$ cat config.mk
export PLATFORM = sky130hd
export DESIGN_NAME = stage_fetch_q
export DESIGN_NICKNAME = d
export VERILOG_FILES = /design/src/rtl/fetch_pkg.sv /design/src/rtl/fetch_buf.sv /design/src/rtl/stage_fetch_q.sv
export SDC_FILE = /design/constraint.sdc
export NUM_CORES = 1
export LEC_CHECK = 0
export CORE_ASPECT_RATIO = 0.7
export CORE_MARGIN = 10
export CORE_UTILIZATION = 59
export DETAILED_ROUTE_END_ITERATION = 12
export GPL_ROUTABILITY_DRIVEN = 0
export PLACE_DENSITY = 0.83
export SYNTH_ARGS = -nofsm -noshare
export SYNTH_HDL_FRONTEND = slang
export SYNTH_SLANG_ARGS = --single-unit
$ cat constraint.sdc
create_clock -name clk -period 6.9 [get_ports clk]
set_input_delay 0.69 -clock clk [delete_from_list [all_inputs] [get_ports clk]]
set_output_delay 0.69 -clock clk [all_outputs]
set_load 0.1 [all_outputs]
$ cat src/rtl/fetch_pkg.sv
// Shared widths, constants and slot layout for the decoupled fetch stage.
package fetch_pkg;

    localparam int XLEN_DEFAULT = 32;
    localparam int INSTR_W      = 32;

    // addi x0, x0, 0
    localparam logic [INSTR_W-1:0] NOP = 32'h0000_0013;

    typedef struct packed {
        logic [XLEN_DEFAULT-1:0] addr;
        logic [INSTR_W-1:0]      instr;
        logic                    filled;
    } fetch_slot_t;

endpackage

$ cat src/rtl/fetch_buf.sv
// In-order fetch buffer: a slot is allocated when a request is accepted and
// filled when its response returns, so decode always sees program order.
module fetch_buf
    import fetch_pkg::*;
#(
    parameter int XLEN  = XLEN_DEFAULT,
    parameter int DEPTH = 4,
    localparam int PW   = $clog2(DEPTH),
    localparam int CW   = $clog2(DEPTH + 1)
) (
    input  logic               clk,
    input  logic               rst,
    input  logic               flush,
    input  logic               alloc_en,
    input  logic [XLEN-1:0]    alloc_addr,
    input  logic               fill_en,
    input  logic [INSTR_W-1:0] fill_instr,
    input  logic               pop_en,
    output logic [CW-1:0]      occ,
    output logic [CW-1:0]      pend,
    output logic               head_valid,
    output logic [XLEN-1:0]    head_addr,
    output logic [INSTR_W-1:0] head_instr
);

    logic [XLEN-1:0]    addr_q  [DEPTH];
    logic [INSTR_W-1:0] instr_q [DEPTH];
    logic [DEPTH-1:0]   filled_q;
    logic [PW-1:0]      alloc_q;
    logic [PW-1:0]      fill_q;
    logic [PW-1:0]      rd_q;
    logic [CW-1:0]      occ_q;
    logic [CW-1:0]      pend_q;

    // NOTE: payload storage has no reset; the filled bits and occ are reset,
    // and they alone decide whether a slot's contents are ever looked at.
    always_ff @(posedge clk) begin
        if (alloc_en) addr_q[alloc_q] <= alloc_addr;
        if (fill_en)  instr_q[fill_q] <= fill_instr;
    end

    // NOTE: state registers use non-blocking assignments so every update in
    // this block sees the pre-edge pointer values, independent of statement order.
    always_ff @(posedge clk) begin
        if (rst || flush) begin
            alloc_q  <= '0;
            fill_q   <= '0;
            rd_q     <= '0;
            occ_q    <= '0;
            pend_q   <= '0;
            filled_q <= '0;
        end else begin
            // alloc and fill never target the same slot: alloc takes a free
            // slot, fill takes the oldest allocated-unfilled one.
            if (alloc_en) begin
                alloc_q           <= alloc_q + 1'b1;
                filled_q[alloc_q] <= 1'b0;
            end
            if (fill_en) begin
                fill_q           <= fill_q + 1'b1;
                filled_q[fill_q] <= 1'b1;
            end
            if (pop_en) rd_q <= rd_q + 1'b1;
            occ_q  <= occ_q + CW'(alloc_en) - CW'(pop_en);
            pend_q <= pend_q + CW'(alloc_en) - CW'(fill_en);
        end
    end

    assign occ        = occ_q;
    assign pend       = pend_q;
    assign head_valid = (occ_q != '0) && filled_q[rd_q];
    assign head_addr  = addr_q[rd_q];
    assign head_instr = instr_q[rd_q];

endmodule

$ cat src/rtl/stage_fetch_q.sv
// Decoupled instruction-fetch stage: owns the PC, issues in-order memory
// requests, and discards responses that belong to a stream killed by a redirect.
module stage_fetch_q
    import fetch_pkg::*;
#(
    parameter int              XLEN         = XLEN_DEFAULT,
    parameter int              DEPTH        = 4,
    parameter logic [XLEN-1:0] RESET_VECTOR = '0
) (
    input  logic               clk,
    input  logic               rst,
    input  logic               redirect_valid,
    input  logic [XLEN-1:0]    redirect_addr,
    output logic               imem_req_valid,
    input  logic               imem_req_ready,
    output logic [XLEN-1:0]    imem_req_addr,
    input  logic               imem_rsp_valid,
    input  logic [INSTR_W-1:0] imem_rsp_instr,
    output logic               out_valid,
    input  logic               out_ready,
    output logic [INSTR_W-1:0] out_instr,
    output logic [XLEN-1:0]    out_addr,
    output logic [XLEN-1:0]    out_addr_plus
);

    localparam int            CW        = $clog2(DEPTH + 1);
    localparam logic [CW:0]   DEPTH_LIM = (CW + 1)'(DEPTH);

    logic [XLEN-1:0]    pc_q;
    logic [CW-1:0]      drop_q;
    logic [CW-1:0]      drop_d;

    logic [CW-1:0]      buf_occ;
    logic [CW-1:0]      buf_pend;
    logic               head_valid;
    logic [XLEN-1:0]    head_addr;
    logic [INSTR_W-1:0] head_instr;

    logic [CW:0]        budget;
    logic               req_fire;
    logic               fill_en;
    logic               pop_en;

    // Slots in use plus stale responses still owed by memory must never
    // exceed DEPTH, so every returning response always has a home.
    assign budget         = {1'b0, buf_occ} + {1'b0, drop_q};
    assign imem_req_valid = !rst && !redirect_valid && (budget < DEPTH_LIM);
    assign imem_req_addr  = pc_q;
    assign req_fire       = imem_req_valid && imem_req_ready;

    assign fill_en   = imem_rsp_valid && (drop_q == '0) && !redirect_valid;
    assign pop_en    = out_valid && out_ready && !redirect_valid;

    // NOTE: every variable written here gets its default first, so no path
    // through the block leaves it unassigned and no latch is inferred.
    always_comb begin
        drop_d = drop_q;
        if (redirect_valid) begin
            // Everything still owed by memory becomes stale; a response
            // arriving this cycle settles one of those debts immediately.
            drop_d = buf_pend + drop_q - CW'(imem_rsp_valid);
        end else if (imem_rsp_valid && (drop_q != '0)) begin
            drop_d = drop_q - 1'b1;
        end
    end

    always_ff @(posedge clk) begin
        if (rst) begin
            pc_q   <= RESET_VECTOR;
            drop_q <= '0;
        end else begin
            drop_q <= drop_d;
            if (redirect_valid)
                pc_q <= redirect_addr;
            else if (req_fire)
                pc_q <= pc_q + XLEN'(4);
        end
    end

    fetch_buf #(
        .XLEN  (XLEN),
        .DEPTH (DEPTH)
    ) u_buf (
        .clk        (clk),
        .rst        (rst),
        .flush      (redirect_valid),
        .alloc_en   (req_fire),
        .alloc_addr (pc_q),
        .fill_en    (fill_en),
        .fill_instr (imem_rsp_instr),
        .pop_en     (pop_en),
        .occ        (buf_occ),
        .pend       (buf_pend),
        .head_valid (head_valid),
        .head_addr  (head_addr),
        .head_instr (head_instr)
    );

    // Output fields come straight from buffer registers and read zero
    // whenever no instruction is presented.
    assign out_valid     = !rst && head_valid;
    assign out_instr     = out_valid ? head_instr : '0;
    assign out_addr      = out_valid ? head_addr : '0;
    assign out_addr_plus = out_valid ? head_addr + XLEN'(4) : '0;

`ifndef SYNTHESIS
    always_ff @(posedge clk) begin
        if (!rst && imem_rsp_valid && (drop_q == '0))
            assert (buf_pend != '0)
            else $error("stage_fetch_q: response arrived with no outstanding request");
    end
`endif

endmodule
==> results.tsv <==
metric	value	unit
violation_count_after_the_first_detailed_routing_iteration	805	
ys.warnings.count	0	
synth_top_flop_cell	sky130_fd_sc_hd__edfxtp_1	
stdcell_area	0.01654	mm²
post-route-util	73.13	%
maxSlewViolCount	0	
final_hold_viol_count	0	
syn_nets	1002	
cts_made_buffers	28	
combinationalPowerShare	10.0	%
start_kind	flop	
crit_type	reg -> out	
cts.htree.levels	1	
hold_path_class	reg -> reg	
crit_path_max_incr_delay	1.16	ns
fp.dieH	146.8	µm
syn_inst	908	
postCtsHoldBufs	0	
final_period_minus_worst_setup_slack	5.225	ns
avgRoutedWirePerCell	23.51	µm
finalSetupViolations	0	
finalClockSkew	0.01170	ns
critPathArrivalTime	4.54	ns
antenna_violating_nets_post_route	0	
synth_async_sr_flop_share	0	%
cts_resized	0	
synth_cell_type_count	58	
count_of_buffer_and_inverter_cells_on_the_critical_path	1	
ioPinCount	200	
required	6.21	ns
grt_antenna_before_repair	0	
insertion_delay	0.54	ns
grt_usage	22.23	%
worst_setup_path_end_kind	output pin	
r2r_setup_slk	3.56	ns
critical_path.max_fanout	32	
initial_core_util	59.94	%
timing.fmax	191.4	MHz
synth_seq_cells	309	
power.leakage	5.622	nW
worst-r2r-cell-count	13	
clockBufferDepth	3	
grt_start_max_net_pins	41	
number_of_remaining_drc_errors	0	
setup_total_negative_slack	0	ns
synth_seq_area_share	64.53	%
drtPass1Iterations	5	
tightestPinTransition	1.052	ns
p_clk_share	37.4	%
vias_per_cell	6.135	
number_of_flops_mapped_to_enable_cells_by_yosys	256	
floorplan.core_area	0.02262	mm²
drive_above_1_share	17.17	%
antenna-diode-count	0	
tritoncts_num_sinks	309	
clkTransAtPathRegs	0.06	ns
power_frac_seq	52.6	%
grt_setup_unrepaired	no	
regToRegStartpoint	u_buf.rd_q[0]	
part_of_the_cycle_the_worst_path_needs	75.73	%
critPathCapture	out_addr_plus[28]	
detailed_place_hpwl	22010	µm
finalNetCount	1194	
cts_root_buffer	sky130_fd_sc_hd__clkbuf_16	
globalRoute.totalOverflow	0	
die_w	201.2	µm
status	completed	
placedInstanceArea	0.01564	mm²
worstPathCellList	mux4_2 -> ha_1 -> nand4_1 -> or4_4 -> or4_1 -> a21oi_1 -> clkdlybuf4s50_1	
p_switching	0.0009644	W
die_area	0.02954	mm²
cellInternalPower	0.003118	W
critical-path-slowest-cell	sky130_fd_sc_hd__clkdlybuf4s50_1	
post-layout-total-power	0.004083	W
post_cts_buffers	0	
fp-row-count	46	
crit_family	simple AND/OR/NAND/NOR gates	
postRouteWirelength	33610	µm
swShare	23.62	%
syn2layout_area_growth	22.01	%
place.port_buffers	199	
worst-path-stages	7	
vias	8773	
peak_supply_drop	0.1756	mV
postSynthAreaPerCell	14.93	µm²
syn-cell-area	0.01356	mm²
relSlewSlack	29.66	%
cap_viol_max_count	0	
tritoncts	built	
via_count_of_the_first_global_routing_pass	8618	
power_per_cell_area	246.8	mW/mm²
grt_first_pass_wirelength	51870	µm
r2r_end	u_buf.occ[2]	
[per-layer routing]
metal	part of all wire [%]	vias to the layer above	GRT usage (%)
met2	44	479	32.90
li1	-	3904	-
met1	43	4338	32.53
met5	0	-	0
met3	11	52	5.646
met4	1.9	0	5.096
[through the flow]
stage | worst slack, ns | hold WS (ns) | cells
6_report | 1.675 | 0.4885 | 1430
5_1_grt | 1.469 | 0.5252 | 1430
4_1_cts | 1.662 | 0.4910 | 1430
3_5_place_dp | 2.237 | 0.4765 | 1382
3_3_place_gp | 2.274 | 0.4617 | 1382
2_1_floorplan | 2.246 | 0.4511 | 908
[cell families after synthesis]
kind of cell	Yosys count	synth area share (%)
AO/OA/AOI/OAI	112	4.993
XOR/XNOR	29	1.873
adder cells (fa/ha/maj)	24	2.381
buffers and inverters	83	2.833
flip-flops	309	64.53
multiplexers	70	11.74
AND/OR/NAND/NOR	281	11.66
[Yosys cell counts, types with 2 or more instances]
library cell,count,area share (%)
sky130_fd_sc_hd__and2_2,2,0.11
sky130_fd_sc_hd__dfxtp_1,53,7.8
sky130_fd_sc_hd__o311ai_0,3,0.19
sky130_fd_sc_hd__mux2i_1,3,0.22
sky130_fd_sc_hd__nand4_1,14,0.65
sky130_fd_sc_hd__buf_6,2,0.17
sky130_fd_sc_hd__or4_4,2,0.17
sky130_fd_sc_hd__o21ai_0,21,0.78
sky130_fd_sc_hd__buf_12,2,0.30
sky130_fd_sc_hd__a211oi_1,4,0.22
sky130_fd_sc_hd__a31oi_1,19,0.88
sky130_fd_sc_hd__or3_1,5,0.23
sky130_fd_sc_hd__nand4_2,3,0.28
sky130_fd_sc_hd__nor2_1,53,1.5
sky130_fd_sc_hd__o211ai_1,3,0.17
sky130_fd_sc_hd__or4_1,19,1.1
sky130_fd_sc_hd__nand2b_1,2,0.092
sky130_fd_sc_hd__buf_4,5,0.28
sky130_fd_sc_hd__mux4_2,45,7.5
sky130_fd_sc_hd__and3_1,13,0.60
sky130_fd_sc_hd__mux4_1,20,3.9
sky130_fd_sc_hd__and2_1,65,3.0
sky130_fd_sc_hd__fa_1,3,0.44
sky130_fd_sc_hd__and4_1,6,0.39
sky130_fd_sc_hd__nand3b_1,2,0.11
sky130_fd_sc_hd__o31ai_1,9,0.50
sky130_fd_sc_hd__buf_2,5,0.18
sky130_fd_sc_hd__or2_2,3,0.14
sky130_fd_sc_hd__ha_1,21,1.9
sky130_fd_sc_hd__nor3_1,7,0.26
sky130_fd_sc_hd__a21oi_1,41,1.5
sky130_fd_sc_hd__edfxtp_1,256,57
sky130_fd_sc_hd__xnor2_1,17,1.1
sky130_fd_sc_hd__xor2_1,12,0.78
sky130_fd_sc_hd__a32oi_1,4,0.26
sky130_fd_sc_hd__nand2_1,48,1.3
sky130_fd_sc_hd__mux2_2,2,0.17
sky130_fd_sc_hd__inv_1,30,0.83
sky130_fd_sc_hd__clkbuf_1,34,0.94
sky130_fd_sc_hd__nor4_1,8,0.37
sky130_fd_sc_hd__nand3_1,17,0.63
sky130_fd_sc_hd__nand4b_1,6,0.39
sky130_fd_sc_hd__buf_1,4,0.11
[worst min path at each step]
stage | startpoint | endpoint | slack, ns | depth (start not counted)
after detailed placement | u_buf.filled_q[2] | u_buf.filled_q[2] | 0.48 | 2
after floorplan | u_buf.filled_q[2] | u_buf.filled_q[2] | 0.45 | 2
after global placement | u_buf.filled_q[2] | u_buf.filled_q[2] | 0.46 | 2
after CTS | u_buf.filled_q[2] | u_buf.filled_q[2] | 0.49 | 2
after global routing | u_buf.filled_q[2] | u_buf.filled_q[2] | 0.53 | 2
final | u_buf.filled_q[2] | u_buf.filled_q[2] | 0.49 | 2
[registers in the layout (all words and copies together), names as in the netlist, named ones only]
name and cells:
u_buf.addr_q 128, u_buf.instr_q 128, imem_req_addr 32, u_buf.occ 3
u_buf.fill_q 2, drop_q 3, u_buf.filled_q 4, u_buf.alloc_q 2
u_buf.pend 3, u_buf.rd_q 2
[worst reg2reg max path: cells and delay by family (launching register included)]
kind                     cells  cell delay (ns)
buffers and inverters        4             0.72
multiplexers                 1             0.53
adder cells (fa/ha/maj)      3             0.77
AND/OR/NAND/NOR              3             0.48
XOR/XNOR                     2             0.33
flip-flops                   1             0.39
[power groups by stage]
stage,Combinational (W),Clock (W),Sequential (W)
after floorplan,0.000194,0,0.00225
after global placement,0.000398,0,0.00218
after detailed placement,0.000406,0,0.00218
after CTS,0.000411,0.00154,0.00215
after global routing,0.000443,0.00161,0.00215
final,0.000409,0.00153,0.00215
[final cells by class]
type / instances / area [µm²]
multi-input combinational: 516 / 4437
fill: 1388 / 6077
clock buffer: 35 / 788.3
clock inverter: 13 / 117.6
inverter: 31 / 116.4
tap: 312 / 390.4
timing repair buffer: 214 / 1939
sequential: 309 / 8753
[layout by cell type (no fill, tap or decap), types with 5 or more instances in the layout]
cell type                         netlist  routed
sky130_fd_sc_hd__dfxtp_1               53      51
sky130_fd_sc_hd__xor2_1                12      12
sky130_fd_sc_hd__nor4_1                 8       7
sky130_fd_sc_hd__and2_2                 2       6
sky130_fd_sc_hd__or4_1                 19      19
sky130_fd_sc_hd__mux4_1                20      20
sky130_fd_sc_hd__xnor2_1               17      17
sky130_fd_sc_hd__ha_1                  21      21
sky130_fd_sc_hd__nand4b_1               6       6
sky130_fd_sc_hd__nor3_1                 7       7
sky130_fd_sc_hd__clkbuf_16              0      29
sky130_fd_sc_hd__nand2_1               48      48
sky130_fd_sc_hd__a21oi_1               41      41
sky130_fd_sc_hd__o31ai_1                9       9
sky130_fd_sc_hd__nor2_1                53      53
sky130_fd_sc_hd__inv_1                 30      29
sky130_fd_sc_hd__and4_1                 6       6
sky130_fd_sc_hd__o21ai_0               21      21
sky130_fd_sc_hd__edfxtp_1             256     256
sky130_fd_sc_hd__nand3_1               17      17
sky130_fd_sc_hd__buf_4                  5      81
sky130_fd_sc_hd__or3_1                  5       5
sky130_fd_sc_hd__clkinv_2               0       6
sky130_fd_sc_hd__and2_1                65      61
sky130_fd_sc_hd__and3_1                13      13
sky130_fd_sc_hd__mux4_2                45      45
sky130_fd_sc_hd__nand4_1               14      14
sky130_fd_sc_hd__a31oi_1               19      19
sky130_fd_sc_hd__clkdlybuf4s50_1        0     133
(Power assumes the default switching activity.)
